<file path="src/rtl/fpu_pkg.sv">
// fpu_pkg: shared FP issue-unit constants, result record and operand sanitiser
package fpu_pkg;
    localparam logic [7:0] EXP_ZERO = 8'h00;
    localparam logic [7:0] EXP_MAX = 8'hFF;
    localparam int RES_TAG_W = 5;

    typedef struct packed {
        logic [31:0] y;
        logic ovf;
        logic [RES_TAG_W-1:0] tag;
    } fadd_result_t;

    // Denormals flush to signed zero, NaN/inf collapse to signed inf
    function automatic logic [31:0] sanitize_fp(input logic [31:0] x);
        return x[30:23] == EXP_ZERO ? {x[31], 31'b0} :
               x[30:23] == EXP_MAX ? {x[31], EXP_MAX, 23'b0} : x;
    endfunction
endpackage

</file>
<file path="src/rtl/fpu_result_fifo.sv">
// fpu_result_fifo: first-word-fall-through result buffer with occupancy count
module fpu_result_fifo #(
    parameter int W = 38,
    parameter int DEPTH = 8,
    localparam int AW = $clog2(DEPTH)
) (
    input logic clk,
    input logic rst,
    input logic push,
    input logic [W-1:0] din,
    input logic pop,
    output logic [W-1:0] dout,
    output logic [AW:0] count
);
    logic [W-1:0] mem [DEPTH];
    logic [AW-1:0] wp, rp;
    logic full, do_push, do_pop;

    assign full = count == (AW+1)'(DEPTH);
    assign do_push = push && !full;
    assign do_pop = pop && count != 0;
    assign dout = mem[rp];

    always_ff @(posedge clk) begin
        if (rst) begin
            wp <= '0;
            rp <= '0;
            count <= '0;
        end else begin
            wp <= wp + AW'(do_push);
            rp <= rp + AW'(do_pop);
            count <= count + (AW+1)'(do_push) - (AW+1)'(do_pop);
        end
    end

    always_ff @(posedge clk)
        if (do_push) mem[wp] <= din;

    // Upstream credit accounting must make this unreachable
    assert property (@(posedge clk) disable iff (rst) !(push && full));
endmodule

</file>
<file path="src/rtl/fadd_issue_unit.sv">
// fadd_issue_unit: sanitises and issues fadd/fsub to a fixed-latency core, tracks tags, buffers results under credit
module fadd_issue_unit
    import fpu_pkg::*;
#(
    parameter int NSTAGE = 4,
    parameter int TAG_W = 5,
    parameter int FIFO_DEPTH = 8
) (
    input logic clk,
    input logic rst,
    input logic in_valid,
    output logic in_ready,
    input logic in_op,
    input logic [31:0] in_rs1,
    input logic [31:0] in_rs2,
    input logic [TAG_W-1:0] in_tag,
    output logic [31:0] fa_x1,
    output logic [31:0] fa_x2,
    input logic [31:0] fa_y,
    input logic fa_ovf,
    output logic out_valid,
    input logic out_ready,
    output logic [31:0] out_y,
    output logic out_ovf,
    output logic [TAG_W-1:0] out_tag,
    output logic busy
);
    localparam int CW = $clog2(FIFO_DEPTH) + 1;
    localparam int IW = $clog2(NSTAGE + 2);
    localparam int RW = 33 + TAG_W;

    logic [NSTAGE:0] vpipe;
    logic [TAG_W-1:0] tpipe [NSTAGE+1];
    logic [IW-1:0] inflight;
    logic [CW-1:0] fifo_count;
    logic [RW-1:0] head;
    logic accept, push;

    assign accept = in_valid && in_ready;
    assign push = vpipe[NSTAGE];
    // Credit covers every accepted request until it lands in the FIFO
    assign in_ready = (32'(inflight) + 32'(fifo_count)) < 32'(FIFO_DEPTH);
    assign busy = inflight != 0 || fifo_count != 0;
    assign out_valid = fifo_count != 0;
    assign {out_y, out_ovf, out_tag} = head;

    always_ff @(posedge clk) begin
        if (rst) begin
            fa_x1 <= '0;
            fa_x2 <= '0;
            vpipe <= '0;
            inflight <= '0;
        end else begin
            vpipe <= {vpipe[NSTAGE-1:0], accept};
            inflight <= inflight + IW'(accept) - IW'(push);
            if (accept) begin
                fa_x1 <= sanitize_fp(in_rs1);
                fa_x2 <= sanitize_fp(in_rs2) ^ {in_op, 31'b0};
            end
        end
    end

    always_ff @(posedge clk) begin
        tpipe[0] <= in_tag;
        for (int i = 1; i <= NSTAGE; i++) tpipe[i] <= tpipe[i-1];
    end

    fpu_result_fifo #(.W(RW), .DEPTH(FIFO_DEPTH)) u_fifo (
        .clk(clk),
        .rst(rst),
        .push(push),
        .din({fa_y, fa_ovf, tpipe[NSTAGE]}),
        .pop(out_ready),
        .dout(head),
        .count(fifo_count)
    );
endmodule

</file>
<file path="config.mk">
export PLATFORM = sky130hd
export DESIGN_NAME = fadd_issue_unit
export DESIGN_NICKNAME = d
export VERILOG_FILES = /design/src/rtl/fpu_pkg.sv /design/src/rtl/fpu_result_fifo.sv /design/src/rtl/fadd_issue_unit.sv
export SDC_FILE = /design/constraint.sdc
export NUM_CORES = 1
export LEC_CHECK = 0
export ABC_CLOCK_PERIOD_IN_PS = 4200
export BUFFER_PORTS_ARGS = -buffer_cell sky130_fd_sc_hd__buf_2
export CELL_PAD_IN_SITES_DETAIL_PLACEMENT = 1
export CELL_PAD_IN_SITES_GLOBAL_PLACEMENT = 2
export CORE_MARGIN = 4
export CORE_UTILIZATION = 39
export CTS_CLUSTER_SIZE = 30
export DETAILED_ROUTE_END_ITERATION = 10
export PLACE_DENSITY = 0.77
export SLEW_MARGIN = 20
export SYNTH_ARGS = -nofsm -noshare
export SYNTH_HDL_FRONTEND = slang
export SYNTH_SLANG_ARGS = --single-unit
</file>
<file path="constraint.sdc">
create_clock -name clk -period 4.2 [get_ports clk]
set_input_delay 0.42 -clock clk [delete_from_list [all_inputs] [get_ports clk]]
set_output_delay 0.42 -clock clk [all_outputs]
set_load 0.01 [all_outputs]
</file>
==> results of run 1 <==
metal layers:
metal / wire, microns / GRT usage, % / share of wire (%)
met5: 13 / 0 / 0.039
met4: 545 / 3.73 / 1.6
met3: 2850 / 5.47 / 8.6
met2: 15800 / 26.1 / 47
met1: 14100 / 21.7 / 42
layout make-up:
class	count	share of cell area, %
Antenna cell	1	0.0139
Clock inverter	19	0.801
Multi-Input combinational cell	291	19.1
Sequential cell	411	62.8
Timing Repair Buffer	235	7.02
Clock buffer	57	6.46
Inverter	12	0.251
Tap cell	511	3.56
per-stage QoR:
stage / util [%] / hold slack (ns) / setup WS [ns] / std cells / total power, mW
after global placement: 44.1 / 0.311 / 1.22 / 1455 / 6.68
final: 47.7 / 0.0738 / 1.12 / 1537 / 10.1
after CTS: 47.7 / 0.0408 / 1.01 / 1536 / 10.3
after floorplan: - / 0.310 / 0.0593 / 750 / 6.06
after global routing: 47.7 / 0.0488 / 0.926 / 1537 / 10.6
after detailed placement: 44.1 / 0.313 / 1.18 / 1455 / 6.71
Yosys cell counts:
master	number	area [sq um]
buf_2	11	55.1
nor2_1	16	60.1
mux4_2	76	1710
nor3_1	2	10.0
mux2_2	38	428
clkbuf_1	11	41.3
fa_1	2	40.0
dfxtp_1	107	2140
a21oi_2	1	8.76
a21boi_0	1	7.51
a211oi_1	1	7.51
nand4b_1	1	8.76
a21o_1	1	7.51
nand4_1	5	31.3
xor2_1	1	8.76
buf_1	5	18.8
buf_4	4	30.0
and3_1	1	6.26
or4_1	1	7.51
a22o_1	46	403
nor4_1	4	25.0
edfxtp_1	304	9130
nand2b_1	3	18.8
and2_1	2	12.5
xnor2_1	6	52.6
inv_2	1	3.75
a21oi_1	18	90.1
a211oi_2	3	37.5
buf_6	5	56.3
inv_1	11	41.3
nor2b_1	11	68.8
nand2_1	37	139
ha_1	14	175
what timing repair did:
action                     4_1_cts  5_1_grt
hold buffers                     5        0
setup endpoints to repair        0        0
hold endpoints to repair         5        0
final timing paths:
path                        to  slack, ns  depth (start not counted)
hold / removal        fa_x1[8]       0.07                          2
setup reg to reg   inflight[2]       1.19                         12
setup / recovery     out_y[29]       1.12                          4
hold reg to reg   tpipe[0][17]       0.31                          0
registers in the layout, summed over array words and instances, names as in the netlist:
register and cells:
fa_x2 32, u_fifo.mem 304, fa_x1 32, u_fifo.count 4, u_fifo.rp 3, vpipe 5, u_fifo.wp 3, tpipe 25
inflight 3
cell usage in the layout, fill, tap and decap left out, drive strengths merged, types with 2 or more instances in the layout:
master,count
a211oi,4
a21oi,19
a22o,46
and2,2
buf,230
clkbuf,57
clkinv,13
clkinvlp,3
dfxtp,107
dlygate4sd3,5
edfxtp,304
fa,2
ha,14
inv,14
mux2,38
mux4,76
nand2,37
nand2b,3
nand4,5
nor2,16
nor2b,11
nor3,2
nor4,4
xnor2,6
cell families (layout without fill, tap and decap cells):
family          after synthesis  count (layout)  share of synthesized area [%]
flops                       411             411                           75.7
mux                         114             114                           14.4
simple gates                 83              83                           2.61
compound gates               71              71                           3.77
buf+inv                      48             323                           1.66
fa+ha+maj                    16              16                           1.45
xor+xnor                      7               7                          0.412
other cells                   0               1                              0
report_power, final:
part           switching [mW]  internal, mW
Clock                    1.52          2.01
Sequential              0.216          4.51
Combinational           0.863         0.989
Total                    2.60          7.51
==> results_dict.tcl, run 1 <==
set metrics [dict create \
    clock_latency_ns 0.56 \
    final_cell_area_sq_um 18000 \
    synthCells 750 \
    worst-setup-path-type "reg2out" \
    drive_gt1_share_pct 40.9 \
    num_io_pins 212 \
    hold_path.class "in2reg" \
    n_fill_cell 3618 \
    finalNetCount 1117 \
    dpl-instance-area_sq_um 16600 \
    path_max_fanout 61 \
    routedWlPerCell_microns 21.6 \
    cp-end-kind "output pin" \
    drv_slew 0 \
    ctsLongestPathBuffers 3 \
    dieArea_sq_um 41400 \
    yosysUniqueCellTypes 33 \
    synth_area_sq_um 14900 \
    totalWireLength_microns 33200 \
    worstHoldStart "in_rs1[8]" \
    ys_seq_elements 411 \
    period_needed_ns 3.08 \
    first_pass_iters 5 \
    tritoncts "done" \
    multi_input_area_sq_um 3430 \
    maxCapViolCount 0 \
    cp.arrival_ns 2.66 \
    outcome "finished clean" \
    path_clk_slew_ns 0.06 \
    fin_setup_tns_ns 0 \
    clock-sinks 411 \
    grt_max_degree 62 \
    cts_max_level 2 \
    worstSetupStartpointType "register" \
    hold_viol_final 0 \
    post_cts_resized 0 \
    yosysWarnings 0 \
    setup_viol 0 \
    register_area_sq_um 11300 \
    grt_pass1_vias 8784 \
    gp_congestion 0.744 \
    start_util_pct 39.5 \
    power_density_nw_per_um2 563 \
    rsz0062_at_grt "no" \
    antenna_left 0 \
    fp.dieH_microns 203 \
    areaGrowthSynthToFinish_pct 20.7 \
    clockRootBuffer "clkbuf_16" \
    rows 71 \
    slew_headroom_pct 36.6 \
    slowest_delay_ns 0.98 \
    grt_usage_pct 16.2 \
    vias 7801 \
    drc 0 \
    worst_path_dominant_cell_family "flip-flops" \
    dp.final_hpwl_microns 20400 \
    synth_nets 873 \
    post_cts_buffers 0 \
    io_buffers 211 \
    crit_buf_inv 2 \
    drtIter0Drc 401 \
    syn_area_per_cell_sq_um 19.8 \
    grt_pass1_wl_microns 51800 \
    r2r_start "inflight[2]" \
    cts_buffers 43 \
    viasPerCell 5.08 \
    cp-startpoint "u_fifo.rp[1]" \
    chipWidth_microns 203 \
    core_sq_um 37700 \
    vdd_drop_max_mv 0.282 \
    fmax_mhz 325 \
    antenna_found_initial 2 \
    tightestPinTransition_ns 0.951 \
    p_leak_nw 6.35 \
    path_cells "buf_4 -> mux4_2 -> mux2_2 -> buf_2" \
    fin_crit_sh_pct 73.4 \
    critical_path_required_ns 3.78 \
    finClkSkew_ns 0.0168 \
    slowest_stage "dfxtp_4" \
    overflow 0 \
    seq_area_frac_synth_pct 75.7 \
]
Power figures use the tool's default switching activity.
==> run 2: changes to the inputs <==
--- a/config.mk
+++ b/config.mk
@@ -5,7 +5,7 @@
 export SDC_FILE = /design/constraint.sdc
 export NUM_CORES = 1
 export LEC_CHECK = 0
-export ABC_CLOCK_PERIOD_IN_PS = 4200
+export ABC_CLOCK_PERIOD_IN_PS = 2500
 export BUFFER_PORTS_ARGS = -buffer_cell sky130_fd_sc_hd__buf_2
 export CELL_PAD_IN_SITES_DETAIL_PLACEMENT = 1
 export CELL_PAD_IN_SITES_GLOBAL_PLACEMENT = 2
==> constraint.sdc (replaced) <==
create_clock -name clk -period 2.5 [get_ports clk]
set_input_delay 0.25 -clock clk [delete_from_list [all_inputs] [get_ports clk]]
set_output_delay 0.25 -clock clk [all_outputs]
set_load 0.01 [all_outputs]
==> results_dict.tcl, run 2 (synthesis gave the netlist of run 1 again) <==
set metrics [dict create \
    r2r_start "u_fifo.count[2]" \
    hold_path.class "in2reg" \
    top_register "u_fifo.mem" \
    setup_ws_ns 0.0353 \
    wl_met3_microns 2280 \
    areaGrowthSynthToFinish_pct 32.0 \
    path_max_fanout 8 \
    top_layer "met5" \
    utilization_pct 52.1 \
    cp-end-kind "output pin" \
    grt_max_degree 47 \
    p_sw_share_pct 25.6 \
    dp_slack_ns 0.0198 \
    first_pass_iters 4 \
    internal_power_mw 13.2 \
    slowest_stage "mux4_2" \
    clock_latency_ns 0.55 \
    power_frac_clock_pct 32.4 \
    core_sq_um 37700 \
    worst-setup-path-type "reg2out" \
    rows 71 \
    cp.depth 5 \
    clock-sinks 411 \
    vias 8220 \
    finalNetCount 1244 \
    vdd_drop_max_mv 0.422 \
    hold_viol_final 0 \
    io_buffers 211 \
    grt_pass1_vias 9283 \
    worstSetupStartpointType "register" \
    clockRootBuffer "clkbuf_16" \
    fmax_mhz 406 \
    drtIter0Drc 443 \
    rr_worst_depth 11 \
    dpl-instance-area_sq_um 16900 \
    rsz0062_at_grt "yes" \
    start_util_pct 39.5 \
    critical_path_required_ns 2.25 \
    num_io_pins 212 \
    grt_usage_pct 16.9 \
    ctsLongestPathBuffers 3 \
    worstHoldStart "in_rs1[28]" \
    cp.arrival_ns 2.21 \
    cts_buffers 43 \
    setup_viol 0 \
    p_leak_nw 7.04 \
    hold_depth 3 \
    cp-startpoint "u_fifo.rp[0]" \
    slowest_delay_ns 0.52 \
    power_density_nw_per_um2 906 \
    viasPerCell 4.94 \
    antenna_left 0 \
    path_cells "buf_12 -> clkbuf_16 -> mux4_2 -> mux2_4 -> buf_6" \
    path_clk_slew_ns 0.06 \
    chipWidth_microns 203 \
    fp.dieH_microns 203 \
    routedWlPerCell_microns 21.3 \
    totalWireLength_microns 35500 \
    dp.final_hpwl_microns 20500 \
    p_total_mw 17.8 \
    finClkSkew_ns 0.0229 \
    n_fill_cell 3585 \
    antenna_found_initial 2 \
    pwr-share-comb_pct 23.8 \
    drv_slew 0 \
    fin_setup_tns_ns 0 \
    outcome "finished clean" \
    cts_max_level 2 \
    slew_headroom_pct 66.0 \
    fin_crit_sh_pct 98.6 \
    met2RoutedLength_microns 17700 \
    reg_top3 "u_fifo.mem (304), fa_x1 (32), fa_x2 (32)" \
    worst_path_dominant_cell_family "multiplexers" \
    final_cell_area_sq_um 19600 \
    pwr-share-seq_pct 43.7 \
    drc 0 \
    tritoncts "done" \
    tightestPinTransition_ns 0.511 \
    crit_buf_inv 3 \
    period_needed_ns 2.46 \
    wirelength_met1_microns 14900 \
    dieArea_sq_um 41400 \
    maxCapViolCount 0 \
    final_common_cell "edfxtp_1" \
    mostFrequentLayoutCells "edfxtp_1, buf_2, dfxtp_1, dlygate4sd3_1, mux4_2" \
    grt_pass1_wl_microns 54600 \
    drive_gt1_share_pct 39.2 \
    largest_reg_flops 304 \
    p_sw_mw 4.55 \
    gp_congestion 0.757 \
    overflow 0 \
]
==> run 2: final cells by class <==
class	count	area, sq um	share of cell area (%)
Antenna cell	2	5.00	0.0255
Clock buffer	56	1160	5.89
Clock inverter	19	100	0.510
Inverter	12	47.5	0.242
Multi-Input combinational cell	291	3560	18.1
Sequential cell	411	11300	57.4
Tap cell	511	639	3.26
Timing Repair Buffer	362	2850	14.5
==> run 2: worst reg2reg max path, stage by stage (launching register included) <==
cell      delay (ns)
dfxtp_2         0.33
ha_4            0.25
a211oi_4        0.26
and3_4          0.24
inv_4           0.04
ha_4            0.25
inv_2           0.04
ha_4            0.15
fa_2            0.37
xnor2_2         0.17
xnor2_1         0.13
nor2_1          0.05
==> run 2: per-layer routing <==
metal  GRT usage (%)  vias to the layer above
met2            28.9                      248
met1            21.9                     4187
li1                -                     3740
met3            4.67                       43
met5               0                        -
met4            3.73                        2
==> run 2: timing repair <==
item / in CTS / in global routing
hold buffers: 102 / 0
buffers inserted: 1 / 7
pin swaps: 1 / 6
cloned: 0 / 5
setup endpoints to repair: 34 / 30
gates resized for setup: 27 / 25
endpoints found under the hold margin: 332 / 0
==> run 2: worst paths after layout <==
| check | slack (ns) | to |
|---|---|---|
| min reg2reg | 0.31 | tpipe[0][12] |
| min | 0.03 | fa_x1[28] |
| max reg2reg | 0.10 | inflight[2] |
| max | 0.04 | out_y[18] |
==> run 2: per-stage QoR <==
stage | std cells | hold WS, ns
floorplan | 750 | 0.278
CTS | 1650 | 0.00415
finish | 1664 | 0.0349
detailed placement | 1472 | 0.313
global route | 1662 | 0.0263
global placement | 1472 | 0.310
==> run 2: power groups by stage <==
stage          Combinational (mW)  Clock, mW  Sequential, mW
2_1_floorplan                2.28          0            7.91
5_1_grt                      4.64       6.29            7.82
3_3_place_gp                 3.40          0            7.95
3_5_place_dp                 3.43          0            7.96
4_1_cts                      3.79       5.95            7.78
6_report                     4.24       5.77            7.79
==> run 3: changes to the inputs <==
--- a/config.mk
+++ b/config.mk
@@ -14,7 +14,9 @@
 export CTS_CLUSTER_SIZE = 30
 export DETAILED_ROUTE_END_ITERATION = 10
 export PLACE_DENSITY = 0.77
+export SETUP_SLACK_MARGIN = 0.02
 export SLEW_MARGIN = 20
 export SYNTH_ARGS = -nofsm -noshare
 export SYNTH_HDL_FRONTEND = slang
+export SYNTH_HIERARCHICAL = 1
 export SYNTH_SLANG_ARGS = --single-unit
==> results_dict.tcl, run 3 <==
set metrics [dict create \
    rsz0062_at_grt "yes" \
    clock-sinks 411 \
    start_util_pct 39.7 \
    fin_crit_sh_pct 98.6 \
    drtIter0Drc 380 \
    grt_pass1_wl_microns 55800 \
    finalNetCount 1243 \
    antenna_left 0 \
    synthCells 753 \
    cts_buffers 43 \
    synth_edf_count 304 \
    mostFrequentLayoutCells "edfxtp_1, buf_2, dlygate4sd3_1" \
    globalRoute.busiestLayer "met2" \
    drive_gt1_share_pct 42.0 \
    ys_seq_elements 411 \
    p_leak_nw 7.15 \
    grt_use_met1_pct 21.7 \
    synth_top_cells_by_count "edfxtp_1, dfxtp_1, mux4_2" \
    async_flop_share_pct 0 \
    seq_area_frac_synth_pct 75.1 \
    use_met2_pct 29.8 \
    ys.flop_type "edfxtp_1" \
    antenna_found_initial 5 \
    dp.final_hpwl_microns 20300 \
    reg2reg_slack_ns 0.13 \
    cp-end-kind "output pin" \
    viasPerCell 5.06 \
    first_pass_iters 5 \
    grt_usage_pct 17.4 \
    clockRootBuffer "clkbuf_16" \
    hold_end "vpipe[0]" \
    n_fill_cell 3489 \
    reg_top3 "u_fifo/mem (304), fa_x1 (32), fa_x2 (32)" \
    maxCapViolCount 0 \
    r2r_start "u_fifo/count[2]" \
    syn_area_per_cell_sq_um 19.9 \
    period_needed_ns 2.47 \
    ctsLongestPathBuffers 3 \
    rr_worst_depth 11 \
    hold_path.class "in2reg" \
    io_buffers 211 \
    gp_congestion 0.740 \
    routedWlPerCell_microns 22.2 \
    cts_max_level 2 \
    slew_headroom_pct 63.1 \
    areaGrowthSynthToFinish_pct 32.3 \
    drc 0 \
    use_met3_pct 5.63 \
    critical_path_required_ns 2.25 \
    vias 8419 \
    clock_latency_ns 0.57 \
    p_total_mw 18.3 \
    yosysWarnings 6 \
    rows 71 \
    chipWidth_microns 204 \
    synth_nets 876 \
    tritoncts "done" \
    cp.arrival_ns 2.22 \
    totalWireLength_microns 36900 \
    final_common_cell "edfxtp_1" \
    synth_area_leaders "edfxtp_1, dfxtp_1, mux4_2" \
    dieArea_sq_um 41700 \
    vdd_drop_max_mv 0.473 \
    largest_reg_flops 304 \
    fin_setup_tns_ns 0 \
    overflow 0 \
    worstSetupStartpointType "register" \
    fmax_mhz 405 \
    worst-setup-path-type "reg2out" \
    synth_area_sq_um 15000 \
    grt_pass1_vias 9466 \
    synth_most_common_cell "edfxtp_1" \
    finClkSkew_ns 0.0220 \
    setup_viol 0 \
    top_register "u_fifo/mem" \
    path_max_fanout 8 \
    hold_viol_final 0 \
    fp.dieH_microns 204 \
    path_clk_slew_ns 0.06 \
    yosysTopAreaCell "edfxtp_1" \
    core_sq_um 37800 \
    tightestPinTransition_ns 0.549 \
    synth_top_area_share_pct 60.8 \
    yosysUniqueCellTypes 37 \
    worstHoldStart "in_valid" \
    num_io_pins 212 \
    outcome "finished clean" \
    drv_slew 0 \
    reg2reg_to "inflight[2]" \
    hold_depth 3 \
    power_density_nw_per_um2 921 \
    grt_max_degree 47 \
    holdWs_ns 0.0695 \
]
run 3: layout make-up:
cell class                      instances  area, sq um  area share (%)
Antenna cell                            1         2.50          0.0126
Clock buffer                           53         1110            5.61
Clock inverter                         23          181           0.914
Inverter                               12         50.0           0.252
Multi-Input combinational cell        294         3660            18.4
Sequential cell                       411        11300            56.8
Tap cell                              511          639            3.22
Timing Repair Buffer                  358         2930            14.8
run 3: where the power goes:
group | switching, mW | internal [mW] | total [mW]
registers | 0.205 | 7.59 | 7.79
logic | 1.93 | 2.59 | 4.52
clock network | 2.60 | 3.39 | 5.98
run 3: cells by family (layout without fill, tap and decap cells):
family                     count (synthesis)  in the layout  share of synthesized area [%]
AOI/OAI and AO/OA                         72             72                           4.17
buffers and inverters                     48            446                           1.82
DFF                                      411            411                           75.1
and+or+nand+nor                           86             86                           2.87
xor gates and xnor gates                   6              6                          0.350
other                                      0              1                              0
muxes                                    114            114                           14.3
adders and majority gates                 16             16                           1.43
run 3: worst max-delay path by stage:
stage	from	endpoint	slack, ns
global route	u_fifo/rp[0]	out_y[4]	-0.04
global placement	inflight[2]	inflight[2]	0.007
detailed placement	inflight[2]	inflight[2]	0.001
CTS	u_fifo/rp[0]	out_y[14]	-0.06
finish	u_fifo/rp[0]	out_y[1]	0.03
floorplan	u_fifo/count[2]	u_fifo/mem[7][0]	-0.48
run 3: routing by layer:
metal / part of all wire [%] / up-vias / wire (microns)
met5: 0.15 / - / 57
met4: 1.7 / 10 / 641
met3: 7.2 / 54 / 2650
met2: 50 / 273 / 18600
met1: 41 / 4338 / 15000
li1: - / 3744 / -
run 3: worst max-delay path, cell delays in order, from the launching register on:
cell and delay (ns):
dfxtp_4 0.41, buf_6 0.15, buf_12 0.14, mux4_2 0.52, mux2_4 0.30, buf_6 0.13
run 3: through the flow:
stage                     cells  setup WS, ns  instance area, sq um  util [%]
after floorplan             753        -0.482                 15000         -
after global placement     1467       0.00673                 16900      44.8
after detailed placement   1467       0.00127                 16900      44.8
after CTS                  1656       -0.0595                 19400      51.4
after global routing       1662       -0.0356                 19900      52.5
final                      1663        0.0338                 19900      52.5
run 3: what timing repair did:
item,CTS,global route
setup buffers,9,1
setup endpoints to repair,39,38
gates cloned,2,5
hold buffers,103,0
pin swaps,2,2
gates resized for setup,7,63
hold endpoints to repair,333,0
